==> src/rtl/alu_decoder.sv <==
// alu_decoder: turns the main-decoder ALUOp class plus funct3, funct7 bit 5 and
// opcode bit 5 into the 3-bit ALUControl word for the single-cycle RISC-V ALU.
// The decoded word is registered: it updates one rising edge after the inputs
// are presented with en = 1, and holds its value while en = 0.
// Optional feature macro: ALU_DECODER_ILLEGAL_FLAG_EN adds a registered
// 'illegal' output that flags the reserved ALUOp and R-type encodings that set
// bit 30 where that bit has no meaning.

module alu_decoder #(
  parameter int CTRL_W = 3
) (
  input  logic              clk,
  input  logic              rst_n,
  input  logic              en,
  input  logic [1:0]        ALUOp,
  input  logic [2:0]        funct3,
  input  logic              funct7_5,
  input  logic [6:0]        opcode_5,
`ifdef ALU_DECODER_ILLEGAL_FLAG_EN
  output logic              illegal,
`endif
  output logic [CTRL_W-1:0] ALUControl
);

  // ALU operation codes
  localparam logic [CTRL_W-1:0] ALU_ADD = 3'b000;
  localparam logic [CTRL_W-1:0] ALU_SUB = 3'b001;
  localparam logic [CTRL_W-1:0] ALU_AND = 3'b010;
  localparam logic [CTRL_W-1:0] ALU_OR  = 3'b011;
  localparam logic [CTRL_W-1:0] ALU_XOR = 3'b100;
  localparam logic [CTRL_W-1:0] ALU_SLT = 3'b101;
  localparam logic [CTRL_W-1:0] ALU_SLL = 3'b110;
  localparam logic [CTRL_W-1:0] ALU_SRA = 3'b111;

  // ALUOp classes from the main decoder
  localparam logic [1:0] OP_MEM    = 2'b00;
  localparam logic [1:0] OP_BRANCH = 2'b01;
  localparam logic [1:0] OP_ALU    = 2'b10;

  logic [CTRL_W-1:0] w_ctrl;
  logic [CTRL_W-1:0] r_ctrl;
  logic              w_rtype;
  logic              w_unused_opcode;

  // Only opcode bit 5 distinguishes R-type from I-type; the rest is unused
  assign w_rtype         = opcode_5[5];
  assign w_unused_opcode = ^{opcode_5[6], opcode_5[4:0]};

  // Decode ALUOp first so funct3/funct7_5/opcode are never read (and X never
  // leaks through) for the load/store and branch classes
  always_comb begin
    w_ctrl = ALU_ADD;
    case (ALUOp)
      OP_MEM:    w_ctrl = ALU_ADD;
      OP_BRANCH: w_ctrl = ALU_SUB;
      OP_ALU: begin
        case (funct3)
          3'b000:  w_ctrl = (w_rtype && funct7_5) ? ALU_SUB : ALU_ADD;
          3'b001:  w_ctrl = ALU_SLL;
          3'b010:  w_ctrl = ALU_SLT;
          3'b011:  w_ctrl = ALU_SLT;
          3'b100:  w_ctrl = ALU_XOR;
          3'b101:  w_ctrl = ALU_SRA;
          3'b110:  w_ctrl = ALU_OR;
          3'b111:  w_ctrl = ALU_AND;
          default: w_ctrl = ALU_ADD;
        endcase
      end
      default:   w_ctrl = ALU_ADD;
    endcase
  end

  // Output register: synchronous reset to add, otherwise load when enabled
  always_ff @(posedge clk) begin
    if (!rst_n) begin
      r_ctrl <= ALU_ADD;
    end else if (en) begin
      r_ctrl <= w_ctrl;
    end
  end

  assign ALUControl = r_ctrl;

`ifdef ALU_DECODER_ILLEGAL_FLAG_EN
  logic w_illegal;
  logic r_illegal;

  // Flag reserved ALUOp, and R-type with bit 30 set where only add/sub and
  // the shift-right pair give bit 30 a meaning
  always_comb begin
    w_illegal = 1'b0;
    case (ALUOp)
      OP_MEM:    w_illegal = 1'b0;
      OP_BRANCH: w_illegal = 1'b0;
      OP_ALU:    w_illegal = w_rtype && funct7_5 &&
                             (funct3 != 3'b000) && (funct3 != 3'b101);
      default:   w_illegal = 1'b1;
    endcase
  end

  // Illegal flag register shares the reset and hold behaviour of ALUControl
  always_ff @(posedge clk) begin
    if (!rst_n) begin
      r_illegal <= 1'b0;
    end else if (en) begin
      r_illegal <= w_illegal;
    end
  end

  assign illegal = r_illegal;
`endif

endmodule

==> config.mk <==
export PLATFORM = sky130hd
export DESIGN_NAME = alu_decoder
export DESIGN_NICKNAME = d
export VERILOG_FILES = /design/src/rtl/alu_decoder.sv
export SDC_FILE = /design/constraint.sdc
export NUM_CORES = 1
export LEC_CHECK = 0
export ABC_CLOCK_PERIOD_IN_PS = 1450
export CORE_AREA = 3 3 40 42
export CTS_CLUSTER_DIAMETER = 40
export DETAILED_ROUTE_END_ITERATION = 12
export DIE_AREA = 0 0 43 45
export PLACE_DENSITY = 0.49
export RECOVER_POWER = 50
export SLEW_MARGIN = 30
export SYNTH_ARGS = -nofsm -noshare
export SYNTH_HDL_FRONTEND = slang
export SYNTH_SLANG_ARGS = --single-unit
export TNS_END_PERCENT = 100
==> constraint.sdc <==
create_clock -name clk -period 1.45 [get_ports clk]
set_input_delay 0.435 -clock clk [delete_from_list [all_inputs] [get_ports clk]]
set_output_delay 0.435 -clock clk [all_outputs]
set_load 0.01 [all_outputs]
* Word-level counts from Yosys, hierarchy flattened *
Cells that the tools add are included.

word-level totals
  flip-flop bits (word level) = 3
  word-level logic and storage cells = 16
  output and inout port bits = 3

operators by class
  reduce and logical (&&, ||, !) cells = 3
  multiplexer cells = 3
  equal/unequal tests = 9

operator list
  cell                count
  $pmux 3 s7          1
  $eq 3x3->1 const B  4
  $eq 3x2->1 const B  2
  $pmux 3 s2          1
  $eq 3x1->1 const B  1
  $logic_not 3->1     1
  $eq 2x1->1 const B  1
  $eq 2x2->1 const B  1
  $reduce_or 2->1     1
  $logic_and 1x1->1   1
  $mux 1              1

* Depth between registers and ports, before layout *
Gate-level depths: netlist (run 1).

  depth in word-level cells = 4
  depth in mapped cells = 5
  gate-level depth less buffers = 5

* Worst setup path before layout (run 1) *
OpenSTA, ideal clock, no wires.

  path kind = input-to-reg
  start point = input ALUOp[0]
  end point = register r_ctrl[0], in the netlist ALUControl[0]
  data arrival time = 1.185 ns
  path slack = 0.148 ns
  library setup time = 0.117 ns
  stages = 5
  required time = 1.333 ns
  cells stage by stage = inv_1 -> ha_1 -> nor2b_1 -> and3_1 -> a32o_1

on the way
  word-level cells in the longest chain between the ends = 2
  elaborated cells between the ends (all ways) = 3

ends and longest elaborated chain
  element                                   line  source
  start, declared                           15    input logic [1:0] ALUOp,
  $eq 2x2->1 or $eq 2x1->1 (tied branches)  53    case (ALUOp)
  $pmux 3 s2 *                              53
  end signal, assigned                      78    r_ctrl <= w_ctrl;
  end, declared                             41    logic [CTRL_W-1:0] r_ctrl;

Mark *: on every way between the ends. The rest lies on a longest branch, timed or not.
A chain may end at the register's enable or synchronous reset.

* Worst setup path in the final report (run 1) *
  start point = input funct3[1]
  end point = register r_ctrl[2], in the netlist ALUControl[2]

on the way
  word-level cells in the longest chain between the ends = 4
  elaborated cells between the ends (all ways) = 11

ends and longest elaborated chain
  element                    line  source
  start, declared            16    input logic [2:0] funct3,
  $eq 3x2->1                 57    case (funct3)
  $reduce_or 2->1 (no line)  n/a
  $pmux 3 s7 *               57
  $pmux 3 s2 *               53

Marked as above.

==> reports/summary.md, run 1 <==
The flow ran to the end, and the final reports show no timing, DRC or antenna violations. The total count of hold-check failures in the final report came out at 0. Traced cell by cell, the critical path runs through clkdlybuf4s50_1 -> or3_1 -> nand4_1 -> a21boi_1. The clock transition time at the flip-flop clock pins of the worst setup and hold paths was 30 ps; the number of standard cells after synthesis was 27. In this run, post-CTS repair resized a total of 7 instances. The number of nets in the synthesized netlist is 45, and the async set or reset register ratio after synthesis is 0%. The number of synthesized flops with an enable pin is 0. The logs give 5 for the count of routing violations after the opening detailed-route iteration and 1940 um2 for the area of the die.

For the leakage power figure, the log shows 0.206 nW. The finished cells cover 453 um2. The kind of cell with the highest combined delay along the critical path is buffers and inverters. The largest individual stage delay along the critical path comes from the cell clkdlybuf4s50_1. The later pin in the worst-skew pair is clocked with a latency of 230 ps. After global routing, the most crowded layer is met2. The logs give 5.98% for the met3 demand-to-capacity share in global routing and 3 for the number of clock sinks. The clock skew after layout is 0 ps, and the maximum resistive drop on vdd is 520 uV. Compared with the post-synthesis result, the final layout area differs by 97.8%. The number of post-CTS setup repair buffers is 0, and the required arrival time at the worst endpoint is 1570 ps. For the final antenna diode count, the log shows 0. Dividing the detail-routed via count by the number of cells gives 3.95. The placed instance area came out at 420 um2. Worst hold-check path type: flop to flop. The number of buffer and inverter instances along the worst setup path was 1. STA classifies the critical path endpoint as a flop. After floorplanning, the core was divided into 13 placement rows. The tools report the number of global-route vias before repair as 271. In this run, CTS created clock tree buffers numbering 3. In the final layout, the share of cells above drive strength 1 is 28.0%. The post-synthesis instance area is 229 um2. The logs give 1 for the level count of the clock H-tree and 0 for the number of max-slew violations in the final report. The shortest clock period the worst path allows after layout was 1360 ps. After clock tree synthesis, the flow added hold-fix buffers numbering 0.

Dividing the detail-routed wire length by the instance count gives 9.14 um. For this run, global-route usage on met2 was measured as 12.9%. Dividing total power by cell area gives a power density of 685 nW/um2. In this run the clock root is driven by a clkbuf_4. The tools report the count of nets left with antenna violations after detail routing as 0. The run gives 594 um as the wire length reported by the detailed router.

In this run the tool buffered the top-level ports with 12 buffer cells. After layout, the worst path uses 93.5% of the clock period. The congestion estimate from routability-driven global placement came to 0.640. Measured along the y axis, the die boundary spans 45 um. In the final layout, the multi-input gates occupy 170 um2.

The most used flip-flop cell after synthesis is dfxtp_1. The via count was 257; the synthesized area per cell was 8.48 um2. For this run, the slowest stage of the critical path takes 490 ps. Launch point of the worst hold path: ALUControl[2]. STA classifies the critical path startpoint as a primary input. Sorting the synthesized cells by area gives the leading types as dfxtp_1 (26%), ha_1 (11%), mux2_4 (6.6%). For the pin with the worst max-slew slack, the measured transition is 193 ps. Total power for the finished layout comes to 0.310 mW.

The first global-routing pass estimated 1060 um of wire. The worst pin sits at a relative slew slack of 87.1%. Before antenna repair, the detailed router went through 4 iterations. The upper clock frequency limit came out at 738 MHz. The flip-flop count of the largest register after layout was 3. The netlist uses 18 different library cells. Final count of negative-setup-slack endpoints: 0. The final layout contains 69 nets. The largest buffer count on any clock path was 2; the total DRC errors in the routed layout was 0.

Data arrives at the worst endpoint at 1470 ps. Summed over its instances, the top area cell type makes up 26.2% of the synthesized netlist area. The run gives 1280 um2 as the placeable core region. The count of maximum capacitance violations was 0.

The post-synthesis sequential area ratio came out at 26.2%. In this run the horizontal extent of the chip is 43 um. Setup repair after global routing left no endpoint under its margin. In this run the count of I/O pins placed on the die edge is 19. Once the floorplan was initialized, standard cells occupied 17.8% of the core. Global routing consumed, over all layers together, 8.07% of the routing resources.

For the number of inserted filler cells in the final layout, the log shows 149. The placed wire-length estimate came out at 504 um. The run gives 0 as the yosys synthesis warning count. The tools report the worst setup path startpoint as funct3[1]. The start-to-end type of the worst setup path was primary input to flop. The maximum number of pins on one net before global-route repair is 6, and the sum of overflow across all layers after global routing is 0. TritonCTS built the clock tree. The run gives 7.93% as the met1 global-route usage. The startpoint identified for the worst register-to-register timing path is ALUControl[0].

After synthesis, the most frequently instantiated cells are dfxtp_1 (3), inv_1 (3), nand2_1 (3). The peak fanout along the critical path was 5. Measured on the finished design, the core utilization comes to 35.2%. Counting flops and latches in the post-synthesis netlist gives 3.

Registers take 60.1 um2. The biggest area contributor in the post-synthesis netlist is dfxtp_1. The number of antenna violations at the first check in global routing was 0.
==> area by class of cell <==
class	instances	area share, %
Multi-Input combinational cell	21	37.6
Tap cell	15	4.14
Clock buffer	4	5.80
Sequential cell	3	13.3
Inverter	3	2.49
Timing Repair Buffer	19	36.7
==> worst min-delay path: stages, from the launching register on <==
cell and delay, ps:
dfxtp_1 300, nand2b_1 60, a21boi_1 60
==> kinds of logic after synthesis <==
family	count (synthesis)	synth area share, %
DFF	3	26.2
and+or+nand+nor	12	30.6
buffers and inverters	3	4.92
muxes	1	6.56
xor gates and xnor gates	1	3.83
AOI/OAI and AO/OA	5	16.9
adders and majority gates	2	10.9
==> worst paths after layout <==
check | endpoint | slack [ps] | depth (start not counted)
min reg2reg | ALUControl[2] | 470 | 2
min | ALUControl[2] | 470 | 2
max reg2reg | ALUControl[0] | 730 | 3
max | ALUControl[2] | 90 | 4
==> per-stage QoR <==
| step | hold WS [ps] | setup TNS (ps) | setup slack [ps] | std cells |
|---|---|---|---|---|
| 6_report | 466 | 0 | 94.7 | 65 |
| 5_1_grt | 497 | 0 | 66.6 | 65 |
| 4_1_cts | 473 | 0 | 86.3 | 65 |
| 3_5_place_dp | 468 | -908 | -395 | 61 |
| 3_3_place_gp | 467 | -879 | -395 | 61 |
| 2_1_floorplan | 492 | 0 | 148 | 27 |
==> layer usage <==
layer	up-vias	wire length (um)	part of all wire, %
met4	0	0	0
met1	109	240	40
met3	0	54	9.1
met5	-	0	0
met2	10	299	50
li1	138	-	-
==> power by group <==
part           switching (mW)  total, mW  internal, mW
clock network          0.0412      0.144         0.103
logic                  0.0275     0.0790        0.0515
registers             0.00110     0.0869        0.0858
==> cells in the final DEF, fill, tap and decap left out, drive strengths merged <==
cell type,instances
nand3b,1
xnor2,1
inv,3
and3,1
clkdlybuf4s50,7
nor2b,1
nand2,3
mux2,1
a32o,1
or3,1
dlygate4sd2,5
ha,2
o21ai,2
nor2,1
nand2b,2
clkbuf,4
buf,7
dfxtp,3
a21boi,2
nand4,1
nand3,1
(Power assumes the default switching activity.)
==> run 2, diff against run 1 <==
SKIP_LAST_GASP = 1   (was default)
TNS_END_PERCENT = default   (was 100)
==> results of run 2 <==
The final DEF is identical to that of run 1; final timing and power are the same.
